## config.mk

```make
export PLATFORM = sky130hd
export DESIGN_NAME = fp_sqrt_seq
export DESIGN_NICKNAME = d
export VERILOG_FILES = /design/src/rtl/fp_sqrt_pkg.sv /design/src/rtl/fp_lzc.sv /design/src/rtl/fp_sqrt_seq.sv
export SDC_FILE = /design/constraint.sdc
export NUM_CORES = 1
export LEC_CHECK = 0
export CORE_MARGIN = 4
export CORE_UTILIZATION = 40
export CTS_BUF_LIST = sky130_fd_sc_hd__clkbuf_16
export DETAILED_ROUTE_END_ITERATION = 16
export DONT_BUFFER_PORTS = 1
export GPL_TIMING_DRIVEN = 1
export PLACE_DENSITY = 0.61
export SLEW_MARGIN = 20
export SYNTH_ARGS = -nofsm -noshare
export SYNTH_HDL_FRONTEND = slang
export SYNTH_SLANG_ARGS = --single-unit
```

## constraint.sdc

```tcl
create_clock -name CLK -period 5.75 [get_ports CLK]
set_input_delay 0.2875 -clock CLK [delete_from_list [all_inputs] [get_ports CLK]]
set_output_delay 0.2875 -clock CLK [all_outputs]
set_load 0.005 [all_outputs]
```

## src/rtl/fp_sqrt_pkg.sv

```systemverilog
// Shared types and helpers for the sequential floating-point square root.
// Holds the controller state enum, the operand class enum and the canonical NaN builder.
package fp_sqrt_pkg;

  typedef enum logic [2:0] {
    IDLE,
    NORM,
    ITER,
    ROUND,
    DONE
  } state_t;

  typedef enum logic [2:0] {
    CLS_NAN,
    CLS_PINF,
    CLS_PZERO,
    CLS_NZERO,
    CLS_NEG,
    CLS_SUB,
    CLS_NORMAL
  } op_class_t;

  localparam int MAX_NAN_W = 128;

  // Canonical NaN: sign set, exponent all ones, only the fraction MSB set.
  function automatic logic [MAX_NAN_W-1:0] canonical_nan(input int exp_w, input int man_w);
    logic [MAX_NAN_W-1:0] v;
    v = '0;
    for (int i = 0; i < exp_w; i++) v[man_w+i] = 1'b1;
    v[man_w+exp_w] = 1'b1;
    v[man_w-1]     = 1'b1;
    return v;
  endfunction

endpackage

```

## src/rtl/fp_lzc.sv

```systemverilog
// Parametrised leading-zero counter; an all-zero input reports WIDTH.
module fp_lzc #(
  parameter int WIDTH = 10,
  parameter int CNT_W = $clog2(WIDTH + 1)
) (
  input  logic [WIDTH-1:0] data,
  output logic [CNT_W-1:0] count
);

  // Scanning upward lets the highest set bit win.
  always_comb begin
    count = CNT_W'(WIDTH);
    for (int i = 0; i < WIDTH; i++) begin
      if (data[i]) count = CNT_W'(WIDTH - 1 - i);
    end
  end

endmodule

```

## src/rtl/fp_sqrt_seq.sv

```systemverilog
// Sequential IEEE-754-style square root: classify/normalise, one root bit per
// cycle by restoring recurrence, then round-to-nearest-even.
module fp_sqrt_seq
  import fp_sqrt_pkg::*;
#(
  parameter int EXP_W = 5,
  parameter int MAN_W = 10
) (
  input  logic               CLK,
  input  logic               RST,
  input  logic               IN_VALID,
  output logic               IN_READY,
  input  logic [EXP_W+MAN_W:0] IN_DATA,
  output logic               OUT_VALID,
  input  logic               OUT_READY,
  output logic [EXP_W+MAN_W:0] OUT_DATA,
  output logic               IS_NAN,
  output logic               IS_PINF,
  output logic               IS_INVALID,
  output logic               IS_INEXACT
);

  localparam int W      = 1 + EXP_W + MAN_W;
  localparam int BIAS   = (1 << (EXP_W - 1)) - 1;
  localparam int SIG_W  = MAN_W + 1;
  localparam int ROOT_W = MAN_W + 2;
  localparam int RAD_W  = 2 * ROOT_W;
  localparam int REM_W  = MAN_W + 4;
  localparam int TRY_W  = REM_W + 3;
  localparam int LZ_W   = $clog2(MAN_W + 1);
  localparam int EW     = EXP_W + LZ_W + 2;
  localparam int CNT_W  = $clog2(MAN_W + 3);
  localparam logic [MAX_NAN_W-1:0] CNAN_FULL = canonical_nan(EXP_W, MAN_W);
  localparam logic [W-1:0] CNAN = CNAN_FULL[W-1:0];

  state_t                state_q, state_d;
  op_class_t             op_class;
  logic [W-1:0]          op_q;
  logic [RAD_W-1:0]      rad_q;
  logic [REM_W-1:0]      rem_q;
  logic [ROOT_W-1:0]     root_q;
  logic [CNT_W-1:0]      cnt_q;
  logic signed [EW-1:0]  rexp_q;
  logic [W-1:0]          out_data_q;
  logic                  nan_q, pinf_q, invalid_q, inexact_q;

  logic                  op_sign;
  logic [EXP_W-1:0]      op_exp;
  logic [MAN_W-1:0]      op_frac;
  logic [LZ_W-1:0]       lz;

  assign op_sign = op_q[W-1];
  assign op_exp  = op_q[W-2:MAN_W];
  assign op_frac = op_q[MAN_W-1:0];

  fp_lzc #(.WIDTH(MAN_W), .CNT_W(LZ_W)) u_lzc (
    .data  (op_frac),
    .count (lz)
  );

  // NaN takes precedence over the sign so negative NaNs still propagate.
  always_comb begin
    op_class = CLS_NORMAL;
    if (&op_exp) op_class = (|op_frac) ? CLS_NAN : (op_sign ? CLS_NEG : CLS_PINF);
    else if (~|op_exp && ~|op_frac) op_class = op_sign ? CLS_NZERO : CLS_PZERO;
    else if (op_sign) op_class = CLS_NEG;
    else if (~|op_exp) op_class = CLS_SUB;
  end

  logic [LZ_W:0]         shift;
  logic [SIG_W-1:0]      sig_norm;
  logic [ROOT_W-1:0]     sig_adj;
  logic signed [EW-1:0]  e_unb, e_even, half_e, res_exp;

  // An odd exponent is absorbed into the significand so the halving is exact.
  always_comb begin
    shift = {1'b0, lz} + (LZ_W + 1)'(1);
    if (op_class == CLS_SUB) begin
      sig_norm = {1'b0, op_frac} << shift;
      e_unb    = EW'(1 - BIAS) - EW'(shift);
    end else begin
      sig_norm = {1'b1, op_frac};
      e_unb    = EW'(op_exp) - EW'(BIAS);
    end
    if (e_unb[0]) begin
      sig_adj = {sig_norm, 1'b0};
      e_even  = e_unb - EW'(1);
    end else begin
      sig_adj = {1'b0, sig_norm};
      e_even  = e_unb;
    end
    half_e  = e_even >>> 1;
    res_exp = half_e + EW'(BIAS);
  end

  logic                  special, spec_nan, spec_pinf, spec_inv;
  logic [W-1:0]          spec_data;

  always_comb begin
    special   = 1'b1;
    spec_data = op_q;
    spec_nan  = 1'b0;
    spec_pinf = 1'b0;
    spec_inv  = 1'b0;
    case (op_class)
      CLS_NAN: begin
        spec_data[MAN_W-1] = 1'b1;
        spec_nan           = 1'b1;
        spec_inv           = ~op_frac[MAN_W-1];
      end
      CLS_PINF: spec_pinf = 1'b1;
      CLS_NEG: begin
        spec_data = CNAN;
        spec_nan  = 1'b1;
        spec_inv  = 1'b1;
      end
      CLS_PZERO, CLS_NZERO: special = 1'b1;
      default: special = 1'b0;
    endcase
  end

  logic [TRY_W-1:0]      rem_shift, trial;
  logic                  trial_ok;

  assign rem_shift = TRY_W'({rem_q, rad_q[RAD_W-1 -: 2]});
  assign trial     = rem_shift - TRY_W'({root_q, 2'b01});
  assign trial_ok  = ~trial[TRY_W-1];

  logic                  guard, sticky, round_up;
  logic [ROOT_W-1:0]     rsum;
  logic signed [EW-1:0]  fin_exp;
  logic [W-1:0]          round_data;

  // A carry out of the significand leaves the fraction bits zero and bumps the exponent.
  assign guard      = root_q[0];
  assign sticky     = |rem_q;
  assign round_up   = guard & (sticky | root_q[1]);
  assign rsum       = {1'b0, root_q[ROOT_W-1:1]} + ROOT_W'(round_up);
  assign fin_exp    = rsum[ROOT_W-1] ? rexp_q + EW'(1) : rexp_q;
  assign round_data = {1'b0, fin_exp[EXP_W-1:0], rsum[MAN_W-1:0]};

  always_ff @(posedge CLK or posedge RST) begin
    if (RST) state_q <= IDLE;
    else     state_q <= state_d;
  end

  always_comb begin
    state_d   = state_q;
    IN_READY  = 1'b0;
    OUT_VALID = 1'b0;
    case (state_q)
      IDLE: begin
        IN_READY = ~RST;
        if (IN_VALID) state_d = NORM;
      end
      NORM:  state_d = special ? DONE : ITER;
      ITER:  if (cnt_q == CNT_W'(MAN_W + 1)) state_d = ROUND;
      ROUND: state_d = DONE;
      DONE: begin
        OUT_VALID = 1'b1;
        if (OUT_READY) state_d = IDLE;
      end
      default: state_d = IDLE;
    endcase
  end

  always_ff @(posedge CLK or posedge RST) begin
    if (RST) begin
      op_q       <= '0;
      rad_q      <= '0;
      rem_q      <= '0;
      root_q     <= '0;
      cnt_q      <= '0;
      rexp_q     <= '0;
      out_data_q <= '0;
      nan_q      <= 1'b0;
      pinf_q     <= 1'b0;
      invalid_q  <= 1'b0;
      inexact_q  <= 1'b0;
    end else begin
      case (state_q)
        IDLE: if (IN_VALID) op_q <= IN_DATA;
        NORM: begin
          rad_q  <= {sig_adj, {ROOT_W{1'b0}}};
          rem_q  <= '0;
          root_q <= '0;
          cnt_q  <= '0;
          rexp_q <= res_exp;
          if (special) begin
            out_data_q <= spec_data;
            nan_q      <= spec_nan;
            pinf_q     <= spec_pinf;
            invalid_q  <= spec_inv;
            inexact_q  <= 1'b0;
          end
        end
        ITER: begin
          rad_q  <= rad_q << 2;
          rem_q  <= trial_ok ? trial[REM_W-1:0] : rem_shift[REM_W-1:0];
          root_q <= {root_q[ROOT_W-2:0], trial_ok};
          cnt_q  <= cnt_q + CNT_W'(1);
        end
        ROUND: begin
          out_data_q <= round_data;
          nan_q      <= 1'b0;
          pinf_q     <= 1'b0;
          invalid_q  <= 1'b0;
          inexact_q  <= guard | sticky;
        end
        default: ;
      endcase
    end
  end

  assign OUT_DATA   = out_data_q;
  assign IS_NAN     = nan_q;
  assign IS_PINF    = pinf_q;
  assign IS_INVALID = invalid_q;
  assign IS_INEXACT = inexact_q;

endmodule

```

==> flow_summary.yaml <==
clocking:
  cts_setup_buffers: 0
  clock_latency_ns: 0.34
  cts_tree: "yes"
  cts_resized: 0
  numCtsBuffers: 9
  cts_sinks: 86
  clk_path_buf_depth: 2
  cts.htree.levels: 3
  clkTransAtPathRegs_ns: 0.07
  cts_root_buf: "clkbuf_16"
timing:
  finalCritPeriodShare: 0.697
  finalHoldViolations: 0
  slew_violations: 0
  rsz0062_at_grt: "false"
  maxSlewHeadroom: 0.288
  final.min_clock_period_ns: 4.01
  setup_viol: 0
  skew_ns: 0.00654
  worst_pin_slew_ns: 1.04
  max_freq_ghz: 0.250
  setup_tns_ns: 0
setup_path:
  cp.required_ns: 5.97
  crit_buf_inv: 0
  cpPeakStageDelay_ns: 0.82
  critPathCaptureType: "flip-flop"
  crit_chain: "nor2_1, nor3_1, nor3_1, nor3_1, nor3_1, ha_1, o311ai_1, mux2i_1, xnor2_1, a21oi_1, nand3_1, xnor2_1, o21ai_1"
  rr_startpoint: "op_q[0]"
  cp_slowest_cell: "mux2i_1"
  r2r_cells: 13
  critPathTopFamily: "simple AND/OR/NAND/NOR gates"
  worst-path-max-fanout: 12
  reg2reg_to: "rexp_q[3]"
  arrival_ns: 4.22
  cp_common_cell: "nor3_1"
  r2r_slack_ns: 1.74
  critical_path_class: "reg -> reg"
  start_kind: "flip-flop"
synthesis:
  synth_top_family_by_area: "compound AO/OA/AOI/OAI gates"
  synth_compound_area_frac: 0.215
  syn-num-nets: 647
  synth_edf_count: 0
  ys_warn_count: 0
  synthMuxAreaShare: 0.0475
  postSynthCellCount: 603
  ys_ff_latch: 86
  yosysSeqAreaShare: 0.395
  synth-xor-area-share: 0.0542
  synth_area_mm2: 0.00545
  avgSynthCellArea_um2: 9.04
  synth_cell_types: 70
  synth_fa_ha_area_frac: 0.0551
  ys.flop_type: "dfrtp_1"
  ys_async_sr_fraction: 1.00
  synth_simple_gate_area_frac: 0.186
finish:
  drive_above_1_share: 0.0948
  final_nets: 630
  diodes: 0
  stdcell_count: 767
  area_growth_syn_to_layout_pct: 7.55
floorplanning:
  dieHeight_um: 125
  die-area_mm2: 0.0156
  die_w_um: 125
  core_region_area_mm2: 0.0133
  initial_core_util: 0.410
  num_rows: 42
  ioPinCount: 42
pwr:
  p_comb_frac: 0.536
  power_frac_clock: 0.158
  power_leakage_uw: 0.00245
  power_density_mw_per_mm2: 666
  seq_power_share: 0.306
  vdd_drop_max_mv: 0.313
  swShare: 0.472
  power_switching_uw: 1840
  p_int_uw: 2060
min_path:
  hold_class: "in -> reg"
  holdPathStages: 2
  hold_start: "IN_DATA[10]"
  hold_end: "op_q[10]"
grt:
  global_route.overflow_total: 0
  grt_pass1_wl_um: 23400
  grt_max_degree: 62
  antenna_found_initial: 0
  grt_pass1_vias: 4332
  grtUsageTotal: 0.184
detailed_routing:
  drc: 0
  vias_per_cell: 5.92
  drtPass1Iterations: 5
  drtIter0Drc: 386
  routedWlPerCell_um: 18.5
  ant_nets: 0
  drt_wl_total_um: 14200
  via_count: 4542
run:
  maxCapViolCount: 0
place:
  dp_hpwl_um: 10600
  dp_cells: 750
  io_buffers: 0
  gp_congestion: 0.997
run_status:
  status: "complete, no violations"
-- cell families after synthesis --
family,Yosys count
buffers and inverters,56
adders and majority gates,24
muxes,24
AOI/OAI and AO/OA,178
xor gates and xnor gates,32
and+or+nand+nor,203
DFF,86
-- state kept, by name (all words and copies together) (netlist names) --
name and count:
IS_INEXACT 1, op_q 16, IS_INVALID 1, root_q 12, rexp_q 5, IS_NAN 1, OUT_DATA 16, cnt_q 4
IS_PINF 1, rem_q 14, state_q 3, rad_q 12
-- worst reg2reg max path: stages (launching register included) --
cell and delay, ns:
dfrtp_1 0.51, nor2_1 0.23, nor3_1 0.07, nor3_1 0.14, nor3_1 0.06, nor3_1 0.55
ha_1 0.30, o311ai_1 0.13, mux2i_1 0.82, xnor2_1 0.21, a21oi_1 0.39, nand3_1 0.15
xnor2_1 0.22, o21ai_1 0.10
-- cell usage after synthesis (all sizes together) (2+ instances only) --
| cell | number | area (um2) |
|---|---|---|
| o21a | 3 | 22.5 |
| buf | 12 | 93.8 |
| o22ai | 20 | 125 |
| nor4 | 7 | 58.8 |
| ha | 24 | 300 |
| o21ai | 52 | 268 |
| a21o | 5 | 37.5 |
| xnor2 | 22 | 200 |
| and2 | 3 | 18.8 |
| a31oi | 8 | 50.1 |
| a211oi | 8 | 65.1 |
| a21boi | 3 | 33.8 |
| or2 | 5 | 31.3 |
| clkbuf | 22 | 82.6 |
| nor3 | 18 | 101 |
| inv | 22 | 82.6 |
| a22oi | 2 | 15.0 |
| and3 | 4 | 25.0 |
| a211o | 2 | 17.5 |
| o211ai | 3 | 22.5 |
| o31ai | 3 | 27.5 |
| nor2b | 8 | 50.1 |
| dfrtp | 86 | 2150 |
| mux2i | 9 | 90.1 |
| a221oi | 5 | 43.8 |
| nand2 | 62 | 240 |
| nand4 | 9 | 56.3 |
| mux2 | 15 | 169 |
| o31a | 2 | 17.5 |
| a22o | 13 | 114 |
| a21oi | 33 | 165 |
| a32o | 3 | 30.0 |
| nor2 | 53 | 211 |
| o221ai | 5 | 43.8 |
| xor2 | 10 | 95.1 |
| a221o | 2 | 20.0 |
| or4 | 2 | 18.8 |
| nand3 | 14 | 70.1 |
| nand2b | 11 | 76.3 |
-- worst max-delay path by stage --
stage | startpoint | depth (start not counted) | slack, ns | end
after CTS | op_q[0] | 13 | 1.83 | rexp_q[3]
final | op_q[0] | 13 | 1.74 | rexp_q[3]
after global routing | op_q[0] | 13 | 1.44 | rexp_q[3]
after global placement | op_q[0] | 13 | 1.94 | rexp_q[3]
after floorplan | op_q[1] | 13 | 2.74 | rad_q[22]
after detailed placement | op_q[0] | 13 | 1.83 | rexp_q[3]
-- power by group through the flow --
stage	clock (uW)	combinational [uW]	sequential [uW]
finish	617	2090	1200
global route	659	2330	1240
CTS	631	2070	1190
detailed placement	0	2070	1200
global placement	0	2030	1190
floorplan	0	1800	1010
-- cell type report --
| class | count | area [um2] |
|---|---|---|
| multi-input combinational | 461 | 3050 |
| timing repair buffer | 6 | 47.5 |
| sequential | 86 | 2150 |
| fill | 1289 | 7430 |
| clock inverter | 7 | 88.8 |
| clock buffer | 9 | 225 |
| tap | 176 | 220 |
| inverter | 22 | 83.8 |
-- stage by stage --
step	total power [uW]	hold WS, ns	instance area (um2)	utilization	worst slack (ns)
2_1_floorplan	2810	0.404	5450	-	2.74
3_3_place_gp	3220	0.185	5540	0.417	1.94
3_5_place_dp	3270	0.189	5540	0.417	1.83
4_1_cts	3900	0.0568	5860	0.441	1.83
5_1_grt	4230	0.0697	5860	0.441	1.44
6_report	3900	0.0593	5860	0.441	1.74
-- cell usage in the layout (no fill, tap or decap), drive strengths merged, types with 9 or more instances in the layout --
cell	count
mux2i	9
o22ai	20
mux2	15
nand3	14
xnor2	22
nand2	62
clkbuf	9
xor2	10
ha	24
nor3	18
dfrtp	86
a21oi	33
inv	25
nand4	9
nor2	53
o21ai	52
nand2b	11
a22o	13
-- timing repair --
| item | CTS | global route |
|---|---|---|
| setup endpoints to repair | 0 | 0 |
| endpoints found under the hold margin | 25 | 0 |
| hold buffers | 1 | 0 |
-- routing by layer --
| metal | GRT usage | wire length (um) |
|---|---|---|
| met1 | 0.261 | 6570 |
| met2 | 0.294 | 6770 |
| met3 | 0.0317 | 647 |
| met4 | 0.0413 | 204 |
| met5 | 0 | 0 |
No activity file was read; power rests on OpenSTA's default activity.
